[config.mk]
export PLATFORM = sky130hd
export DESIGN_NAME = os_systolic_ctrl
export DESIGN_NICKNAME = d
export VERILOG_FILES = /design/src/rtl/os_ctrl_pkg.sv /design/src/rtl/os_skew_enable_gen.sv /design/src/rtl/os_systolic_ctrl.sv
export SDC_FILE = /design/constraint.sdc
export NUM_CORES = 1
export LEC_CHECK = 0
export BUFFER_PORTS_ARGS = -buffer_cell sky130_fd_sc_hd__buf_2
export CORE_ASPECT_RATIO = 0.7
export CORE_MARGIN = 2
export CORE_UTILIZATION = 55
export DETAILED_ROUTE_END_ITERATION = 6
export GPL_TIMING_DRIVEN = 0
export HOLD_SLACK_MARGIN = 0.02
export PLACE_DENSITY = 0.78
export REMOVE_ABC_BUFFERS = 1
export SYNTH_ARGS = -nofsm -noshare
export SYNTH_HDL_FRONTEND = slang
export SYNTH_SLANG_ARGS = --single-unit
[constraint.sdc]
create_clock -name clk -period 5.6 [get_ports clk]
set_input_delay 0.56 -clock clk [delete_from_list [all_inputs] [get_ports clk]]
set_output_delay 0.56 -clock clk [all_outputs]
set_load 0.05 [all_outputs]
[src/rtl/os_ctrl_pkg.sv]
// Shared definitions for the output-stationary array controller: state encoding,
// feed-length helper and the select polarities the array decodes.
package os_ctrl_pkg;

    typedef enum logic [2:0] {
        ST_IDLE  = 3'd0,
        ST_CLEAR = 3'd1,
        ST_FEED  = 3'd2,
        ST_DRAIN = 3'd3,
        ST_DONE  = 3'd4
    } state_t;

    // stat: 1 keeps the PEs accumulating; op2: 1 forces a zero operand; out: 1 drains.
    localparam logic STAT_ACCUM  = 1'b1;
    localparam logic STAT_HOLD   = 1'b0;
    localparam logic OP2_ZERO    = 1'b1;
    localparam logic OP2_OPERAND = 1'b0;
    localparam logic OUT_DRAIN   = 1'b1;
    localparam logic OUT_PASS    = 1'b0;

    // Cycles needed for the last skewed operand pair to reach the far corner PE.
    function automatic int f_len(input int klat, input int rows, input int cols);
        return klat + rows + cols - 2;
    endfunction

endpackage

[src/rtl/os_skew_enable_gen.sv]
// Skewed operand-valid window: lane i is live for feed cycles t in [i, i+klat).
module os_skew_enable_gen #(
    parameter int N     = 32,
    parameter int CNT_W = 9,
    parameter int KL_W  = 9
) (
    input  logic [CNT_W-1:0] t,
    input  logic [KL_W-1:0]  klat,
    output logic [N-1:0]     en
);

    for (genvar i = 0; i < N; i++) begin : g_lane
        assign en[i] = (32'(t) >= 32'(i)) && (32'(t) < 32'(i) + 32'(klat));
    end

endmodule

[src/rtl/os_systolic_ctrl.sv]
// Tile sequencer for the output-stationary MAC array: clear, skewed feed, drain, done.
// Optional OS_CTRL_PERF_EN adds tile and busy-cycle performance counters.
module os_systolic_ctrl
    import os_ctrl_pkg::*;
#(
    parameter int ROWS  = 32,
    parameter int COLS  = 32,
    parameter int K_MAX = 256,
    parameter int CNT_W = $clog2(K_MAX + ROWS + COLS),
    parameter int KL_W  = $clog2(K_MAX + 1),
    localparam int DRW  = $clog2(ROWS)
) (
    input  logic             clk,
    input  logic             rst,
    input  logic             start,
    input  logic [KL_W-1:0]  k_len,
    input  logic             abort,
    output logic             busy,
    output logic             done,
    output logic             ctl_stat_bit_out,
    output logic             ctl_fsm_op2_select_out,
    output logic             ctl_fsm_out_select_out,
    output logic [ROWS-1:0]  row_feed_en,
    output logic [COLS-1:0]  col_feed_en,
    output logic [CNT_W-1:0] feed_idx,
    output logic             drain_valid,
`ifdef OS_CTRL_PERF_EN
    output logic [31:0]      perf_tiles,
    output logic [31:0]      perf_busy_cycles,
`endif
    output logic [DRW-1:0]   drain_row
);

    state_t           state_q, state_d;
    logic [KL_W-1:0]  klat_q, klat_d;
    logic [CNT_W-1:0] t_q, t_d, t_last;
    logic [DRW-1:0]   dcnt_q, dcnt_d;
    logic [ROWS-1:0]  row_en;
    logic [COLS-1:0]  col_en;

    assign t_last = CNT_W'(f_len(int'(klat_q), ROWS, COLS) - 1);

    always_comb begin
        state_d = state_q;
        klat_d  = klat_q;
        t_d     = t_q;
        dcnt_d  = dcnt_q;
        case (state_q)
            ST_IDLE: if (start) begin
                state_d = ST_CLEAR;
                klat_d  = (k_len > KL_W'(K_MAX)) ? KL_W'(K_MAX) : k_len;
            end
            ST_CLEAR: begin
                t_d     = '0;
                state_d = (klat_q == '0) ? ST_DONE : ST_FEED;
            end
            ST_FEED: if (t_q == t_last) begin
                state_d = ST_DRAIN;
                dcnt_d  = DRW'(ROWS - 1);
            end else begin
                t_d = t_q + 1'b1;
            end
            ST_DRAIN: if (dcnt_q == '0) state_d = ST_DONE;
                      else dcnt_d = dcnt_q - 1'b1;
            ST_DONE:  state_d = ST_IDLE;
            default:  state_d = ST_IDLE;
        endcase
        if (abort) state_d = ST_IDLE;
    end

    // Enables are decoded from next-state values so the registered outputs line up with the state.
    os_skew_enable_gen #(.N(ROWS), .CNT_W(CNT_W), .KL_W(KL_W)) u_row_skew (
        .t(t_d), .klat(klat_d), .en(row_en));
    os_skew_enable_gen #(.N(COLS), .CNT_W(CNT_W), .KL_W(KL_W)) u_col_skew (
        .t(t_d), .klat(klat_d), .en(col_en));

    always_ff @(posedge clk or negedge rst) begin
        if (!rst) begin
            state_q <= ST_IDLE;
            klat_q  <= '0;
            t_q     <= '0;
            dcnt_q  <= '0;
        end else begin
            state_q <= state_d;
            klat_q  <= klat_d;
            t_q     <= t_d;
            dcnt_q  <= dcnt_d;
        end
    end

    always_ff @(posedge clk or negedge rst) begin
        if (!rst) begin
            busy                   <= 1'b0;
            done                   <= 1'b0;
            ctl_stat_bit_out       <= 1'b0;
            ctl_fsm_op2_select_out <= 1'b0;
            ctl_fsm_out_select_out <= 1'b0;
            row_feed_en            <= '0;
            col_feed_en            <= '0;
            feed_idx               <= '0;
            drain_valid            <= 1'b0;
            drain_row              <= '0;
        end else begin
            busy                   <= (state_d != ST_IDLE);
            done                   <= (state_d == ST_DONE);
            ctl_stat_bit_out       <= (state_d == ST_CLEAR || state_d == ST_FEED) ? STAT_ACCUM : STAT_HOLD;
            ctl_fsm_op2_select_out <= (state_d == ST_CLEAR) ? OP2_ZERO : OP2_OPERAND;
            ctl_fsm_out_select_out <= (state_d == ST_DRAIN) ? OUT_DRAIN : OUT_PASS;
            row_feed_en            <= (state_d == ST_FEED) ? row_en : '0;
            col_feed_en            <= (state_d == ST_FEED) ? col_en : '0;
            feed_idx               <= (state_d == ST_FEED) ? t_d : '0;
            drain_valid            <= (state_d == ST_DRAIN);
            drain_row              <= (state_d == ST_DRAIN) ? dcnt_d : '0;
        end
    end

`ifdef OS_CTRL_PERF_EN
    always_ff @(posedge clk or negedge rst) begin
        if (!rst) begin
            perf_tiles       <= '0;
            perf_busy_cycles <= '0;
        end else begin
            if (done) perf_tiles       <= perf_tiles + 32'd1;
            if (busy) perf_busy_cycles <= perf_busy_cycles + 32'd1;
        end
    end
`endif

endmodule

# Word-level counts from Yosys, hierarchy flattened

Cells that the tools add are included.

Flip-flop bits (word level): 78
Bits in latches: 0
Bits in writable memories: 0
ROM bits: 0
Bits of input ports: 13
Output and inout port bits: 84
Logic and storage cells: 178
Memories kept: 0

Add/sub/neg operators: 37
Multipliers: 0
Div/mod/pow operators: 0
Order comparisons: 64
Equality and inequality tests: 8
Shift-type cells: 0
Multiplexer cells: 20
Bitwise gates (word level): 0
Reductions and logical operators: 36

Operators with widths:

| kind                   | number |
|---|---|
| $lt A9 B32 Y1          | 31 |
| $add A5 B9 Y10 const A | 16 |
| $ge A9 B5 Y1 const B   | 16 |
| $add A4 B9 Y10 const A | 8 |
| $ge A9 B4 Y1 const B   | 8 |
| $mux W9                | 5 |
| $add A3 B9 Y10 const A | 4 |
| $ge A9 B3 Y1 const B   | 4 |
| $mux W32               | 1 |
| $logic_and A1 B1 Y1    | 31 |
| $add A2 B9 Y10 const A | 2 |
| $add A9 B6 Y9 const B  | 2 |
| $ge A9 B2 Y1 const B   | 2 |
| $pmux W9 S2            | 1 |
| $sub A9 B2 Y9 const B  | 2 |
| $mux W3                | 5 |
| $mux W5                | 3 |
| $eq A3 B2 Y1 const B   | 4 |
| $pmux W3 S4            | 1 |
| $add A1 B9 Y10 const A | 1 |
| $pmux W5 S2            | 1 |
| $add A9 B1 Y9 const B  | 1 |
| $eq A9 B9 Y1           | 1 |
| $ge A9 B1 Y1 const B   | 1 |
| other kinds (11)       | 14 |

# Logic depth before layout (Yosys ltp)

Depth after elaboration: 11
Gate-level depth with buffers: 22
Depth with buffers taken out: 18

# Hierarchy

A second synthesis with hierarchy kept.

Cells, all modules: 2391
Area, all modules: 19103.3 um^2

Modules (own cells, without submodules):

| module                          | times used | cells an instance | area an instance (um^2) |
|---|---|---|---|
| os_skew_enable_gen (u_row_skew) | 1          | 997               | 7335.8 |
| os_skew_enable_gen (u_col_skew) | 1          | 1007              | 7328.3 |
| os_systolic_ctrl                | 1          | 387               | 4439.3 |

# Worst setup path after synthesis

No wires, ideal clock.

Path kind: register -> register
Start point: reg klat_q[2]
End point: reg col_feed_en[11]
Setup time: 0.104 ns
Arrival time: 5.257 ns
Setup slack: 0.239 ns
Stages on the path, launching flop included: 15
Buffers on the path: 2
Clock period less this slack: 5.361 ns
Cell sequence: dfrtp_1 -> buf_6 -> or4_1 -> buf_2 -> o21ai_1 -> mux2_2 -> o32a_1 -> o21ai_0 -> mux2i_1 -> ha_1 -> a21o_1 -> a211o_1 -> a211oi_1 -> o21ai_0 -> a221oi_1

Longest elaborated chain between the ends: 10
Elaborated cells between the ends (all ways): 20

Ends and longest elaborated chain:

| element                                       | line                     | text |
|---|---|---|
| start: declaration                            | os_systolic_ctrl.sv:35   | `logic [KL_W-1:0] klat_q, klat_d;` |
| start signal: assignment                      | os_systolic_ctrl.sv:85   | `klat_q <= klat_d;` |
| $add A9 B6 Y9 (*) (2 in a row)                | os_ctrl_pkg.sv:23        | `return klat + rows + cols - 2;` |
| $sub A9 B2 Y9 (*)                             | os_ctrl_pkg.sv:23        |  |
| $sub A9 B2 Y9 (*)                             | os_systolic_ctrl.sv:41   | `assign t_last = CNT_W'(f_len(int'(klat_q), ROWS, COLS) - 1);` |
| $eq A9 B9 Y1 (*)                              | os_systolic_ctrl.sv:57   | `ST_FEED: if (t_q == t_last) begin` |
| $mux W9 (*)                                   | os_systolic_ctrl.sv:57   |  |
| $pmux W9 S2 (*)                               | os_systolic_ctrl.sv:48   | `case (state_q)` |
| named net t_d[6]                              | os_systolic_ctrl.sv:36   | `logic [CNT_W-1:0] t_q, t_d, t_last;` |
| $lt A9 B32 Y1 or $ge A9 B4 Y1 (tied branches) | os_skew_enable_gen.sv:13 | `assign en[i] = (32'(t) >= 32'(i)) && (32'(t) < 32'(i) + 32'(klat));` |
| $logic_and A1 B1 Y1 (*)                       | os_skew_enable_gen.sv:13 |  |
| $mux W32 (*)                                  | os_systolic_ctrl.sv:110  | `col_feed_en <= (state_d == ST_FEED) ? col_en : '0;` |
| end signal: assignment                        | os_systolic_ctrl.sv:110  |  |
| end: declaration                              | os_systolic_ctrl.sv:24   | `output logic [COLS-1:0] col_feed_en,` |

The timed path passes the listed nets; every way through them passes the cells marked *.

# Final worst setup path

Start point: reg state_q[2]
End point: reg col_feed_en[11]

Longest elaborated chain between the ends: 6
Elaborated cells between the ends (all ways): 17

Ends and longest elaborated chain:

| element                  | line                     | text |
|---|---|---|
| start: declaration       | os_systolic_ctrl.sv:34   | `state_t state_q, state_d;` |
| start signal: assignment | os_systolic_ctrl.sv:84   | `state_q <= state_d;` |
| $logic_not A3 Y1         | os_systolic_ctrl.sv:48   |  |
| $mux W9                  | os_systolic_ctrl.sv:48   |  |
| $add A4 B9 Y10           | os_skew_enable_gen.sv:13 |  |
| $lt A9 B32 Y1            | os_skew_enable_gen.sv:13 |  |
| $logic_and A1 B1 Y1      | os_skew_enable_gen.sv:13 |  |
| $mux W32 (*)             | os_systolic_ctrl.sv:110  |  |

Mark *: on every way between the ends. The rest lies on a longest branch, timed or not.

==> impl_metrics.json <==
{
  "viasPerCell": 6.40,
  "synth_cells": 1301,
  "setup_ws_ps": 153,
  "synthFlopType": "dfrtp_1",
  "avgSynthCellArea_sq_um": 8.24,
  "max_stage_delay_ps": 780,
  "htreeDepth": 3,
  "portBuffers": 96,
  "core_sq_mm": 0.0190,
  "post-synth-top-area-cell": "ha_1",
  "yosysWarnings": 0,
  "switching_power_uw": 1550,
  "min_period_over_period_pct": 97.3,
  "irDropWorstVdd_mv": 0.176,
  "cts-root-buf": "clkbuf_16",
  "skew_ps": 12.8,
  "fin_cells": 1606,
  "status": "complete, but fails checks",
  "tightest_slew_ps": 1390,
  "clk_latency_ps": 360,
  "cts.path.max_buffers": 2,
  "grt_start_max_net_pins": 57,
  "dp_slack_ps": -1350,
  "num_antenna_cells": 0,
  "syn_area_sq_mm": 0.0107,
  "vias": 10280,
  "worstPathCellList": "or4b_4, nor3b_1, a21oi_2, inv_4, nand2_1, nor2_2, nand2_1, xnor2_1, ha_1, a211o_1, a211oi_1, o21ai_0, a221oi_1",
  "synth_cell_types": 80,
  "remaining_drc_errors": 1,
  "cpMaxStageDelayCell": "or4b_4",
  "synth_top_area_share_pct": 23.2,
  "violations": "DRC",
  "grt_first_pass_wirelength_microns": 53100,
  "regToRegEndpoint": "col_feed_en[11]$_DFF_PN0_",
  "crit_fanout": 25,
  "fin_setup_tns_ps": 0,
  "cp-end-kind": "flop",
  "numCtsBuffers": 9,
  "route.antenna.remaining_nets": 0,
  "relSlewSlack_pct": 6.74,
  "worstPathArrival_ps": 5680,
  "drt_wl_total_microns": 34200,
  "timing.final.hold_violations": 0,
  "ioPinCount": 97,
  "clockPowerShare_pct": 18.4,
  "hold_class": "primary input to asynchronous set/reset pin",
  "r2r_slack_ps": 150,
  "gp_congestion": 0.970,
  "rsz0062_at_grt": "false",
  "p_leak_uw": 0.00569,
  "grt_antenna_before_repair": 0,
  "finalMaxSlewViolations": 0,
  "layout.nets": 1550,
  "cts_tree": "done",
  "drtPass1Iterations": 7,
  "synth_edf_count": 0,
  "core.rowCount": 42,
  "yosysSeqAreaShare_pct": 18.0,
  "worst_r2r_path_depth": 13,
  "dieHeight_microns": 121,
  "cp.required_ps": 5830,
  "max_cap_viol_count": 0,
  "max_freq_mhz": 184,
  "worstSetupStartpointType": "flop",
  "hpwl_microns": 23300,
  "p_comb_share_pct": 60.7,
  "wl_per_cell_microns": 21.3,
  "clk_pin_slew_ps": 70,
  "dp.cells": 1582,
  "clock-sinks": 77,
  "grt-ovfl-total": 0,
  "crit_type": "flop to flop",
  "period_needed_ps": 5450,
  "power.density_mw_per_mm2": 269,
  "p_int_uw": 1610,
  "synth_area_leaders": "ha_1 23%, dfrtp_1 18%, xnor2_1 12%, a21oi_1 5.5%, nand2_1 3.7%",
  "final_core_util_pct": 61.6,
  "drt_iter0_drc": 1372,
  "die_x_microns": 171,
  "area_growth_pct": 9.46,
  "grt_usage_pct": 33.5,
  "ys_seq_elements": 77,
  "rr_startpoint": "state_q[2]$_DFF_PN0_",
  "start_util_pct": 56.3,
  "hold_slack_ps": 82.5,
  "finalSetupViolCount": 0,
  "p_seq_share_pct": 20.9,
  "drive_gt1_share_pct": 14.0,
  "async_flop_share_pct": 100,
  "cp_common_cell": "nand2_1",
  "fp.dieArea_sq_mm": 0.0206,
  "switching_share_pct": 49.0,
  "grt_pass1_vias": 9756
}
layout by cell type (no fill, tap or decap), types with 6 or more instances in the layout:
| master | count |
|---|---|
| a221oi_1 | 7 |
| o21ai_0 | 56 |
| nor2_1 | 95 |
| o211ai_1 | 7 |
| a21oi_2 | 6 |
| nor3b_1 | 7 |
| o22ai_1 | 9 |
| buf_12 | 7 |
| a211oi_1 | 26 |
| a31oi_1 | 13 |
| buf_4 | 10 |
| dfrtp_1 | 77 |
| nor3_1 | 32 |
| and3_1 | 8 |
| buf_2 | 95 |
| inv_1 | 43 |
| xnor2_1 | 145 |
| nor2b_1 | 29 |
| a21o_1 | 33 |
| nor4_1 | 6 |
| nand2_1 | 105 |
| xor2_1 | 13 |
| ha_1 | 198 |
| clkbuf_16 | 9 |
| a21oi_1 | 114 |
| nand3_1 | 29 |
| nand2b_1 | 26 |
| nand4_1 | 21 |
worst max-delay path: cells and delay by family, from the launching register on:
kind | cells | cell delay (ps)
and+or+nand+nor | 5 | 2740
buffers and inverters | 1 | 510
xor gates and xnor gates | 1 | 150
DFF | 1 | 510
adders and majority gates | 1 | 230
AOI/OAI and AO/OA | 5 | 1150
layer usage:
| layer | up-vias | share of wire, % | global-route usage, % |
|---|---|---|---|
| met1 | 4700 | 42 | 45.9 |
| li1 | 4689 | - | - |
| met3 | 158 | 13 | 9.56 |
| met2 | 733 | 40 | 48.1 |
| met4 | 0 | 4.6 | 16.2 |
| met5 | - | 0 | 0 |
sequential cells by signal (all words and copies together), names as in the netlist:
name,cells
state_q,3
done,1
busy,1
drain_row,5
ctl_stat_bit_out,1
dcnt_q,5
t_q,9
ctl_fsm_op2_select_out,1
feed_idx,9
klat_q,9
ctl_fsm_out_select_out,1
col_feed_en,32
power groups by stage:
stage / Clock [uW] / Sequential, uW / Combinational, uW
after CTS: 587 / 657 / 1830
after global routing: 605 / 666 / 2070
final: 581 / 660 / 1910
after global placement: 0 / 661 / 1720
after floorplan: 0 / 687 / 1270
after detailed placement: 0 / 667 / 1790
logic make-up (layout without fill, tap and decap cells):
family | Yosys count | after routing | share of synthesized area (%)
buffers and inverters | 145 | 186 | 6.90
adders and majority gates | 204 | 204 | 23.7
and+or+nand+nor | 389 | 389 | 17.9
AOI/OAI and AO/OA | 317 | 317 | 19.2
muxes | 11 | 11 | 1.41
xor gates and xnor gates | 158 | 158 | 12.9
DFF | 77 | 77 | 18.0
Yosys cell counts, types with 8 or more instances:
master,instances
inv_1,45
xor2_1,13
o21ai_0,56
buf_2,9
buf_1,8
a21oi_1,117
xnor2_1,145
a21o_1,33
dfrtp_1,77
nor2b_1,29
a31oi_1,14
nand2_1,105
nor3_1,32
clkbuf_1,34
a211oi_1,26
nand3_1,29
buf_4,34
and3_1,8
nand4_1,21
nor2_1,96
o22ai_1,9
ha_1,199
nand2b_1,26
cell type report:
class / count / area, sq um
clock buffer: 9 / 225
clock inverter: 6 / 50.0
fill: 1608 / 7300
inverter: 52 / 209
multi-input combinational: 1079 / 8160
sequential: 77 / 1930
tap: 264 / 330
timing repair buffer: 119 / 826
repair_timing:
action | in CTS | in global routing
hold buffers | 0 | 0
resized for setup | 9 | 1
endpoints found under the setup margin | 31 | 3
setup buffers | 5 | 2
pin swaps | 1 | 0
through the flow:
step / instance area, sq um / power [uW]
2_1_floorplan: 10200 / 1960
3_3_place_gp: 11000 / 2380
3_5_place_dp: 11300 / 2460
4_1_cts: 11700 / 3070
5_1_grt: 11700 / 3340
6_report: 11700 / 3160
how the worst max path moves through the flow:
stage / from / slack, ps / end / cells after the start
global route: state_q[2]$_DFF_PN0_ / 80 / col_feed_en[11]$_DFF_PN0_ / 13
CTS: klat_q[2]$_DFF_PN0_ / 250 / col_feed_en[4]$_DFF_PN0_ / 13
global placement: start / -4360 / col_feed_en[11]$_DFF_PN0_ / 14
floorplan: state_q[2]$_DFF_PN0_ / -870 / col_feed_en[28]$_DFF_PN0_ / 12
finish: state_q[2]$_DFF_PN0_ / 150 / col_feed_en[11]$_DFF_PN0_ / 13
detailed placement: start / -1350 / col_feed_en[11]$_DFF_PN0_ / 14
Power figures use the tool's default switching activity.
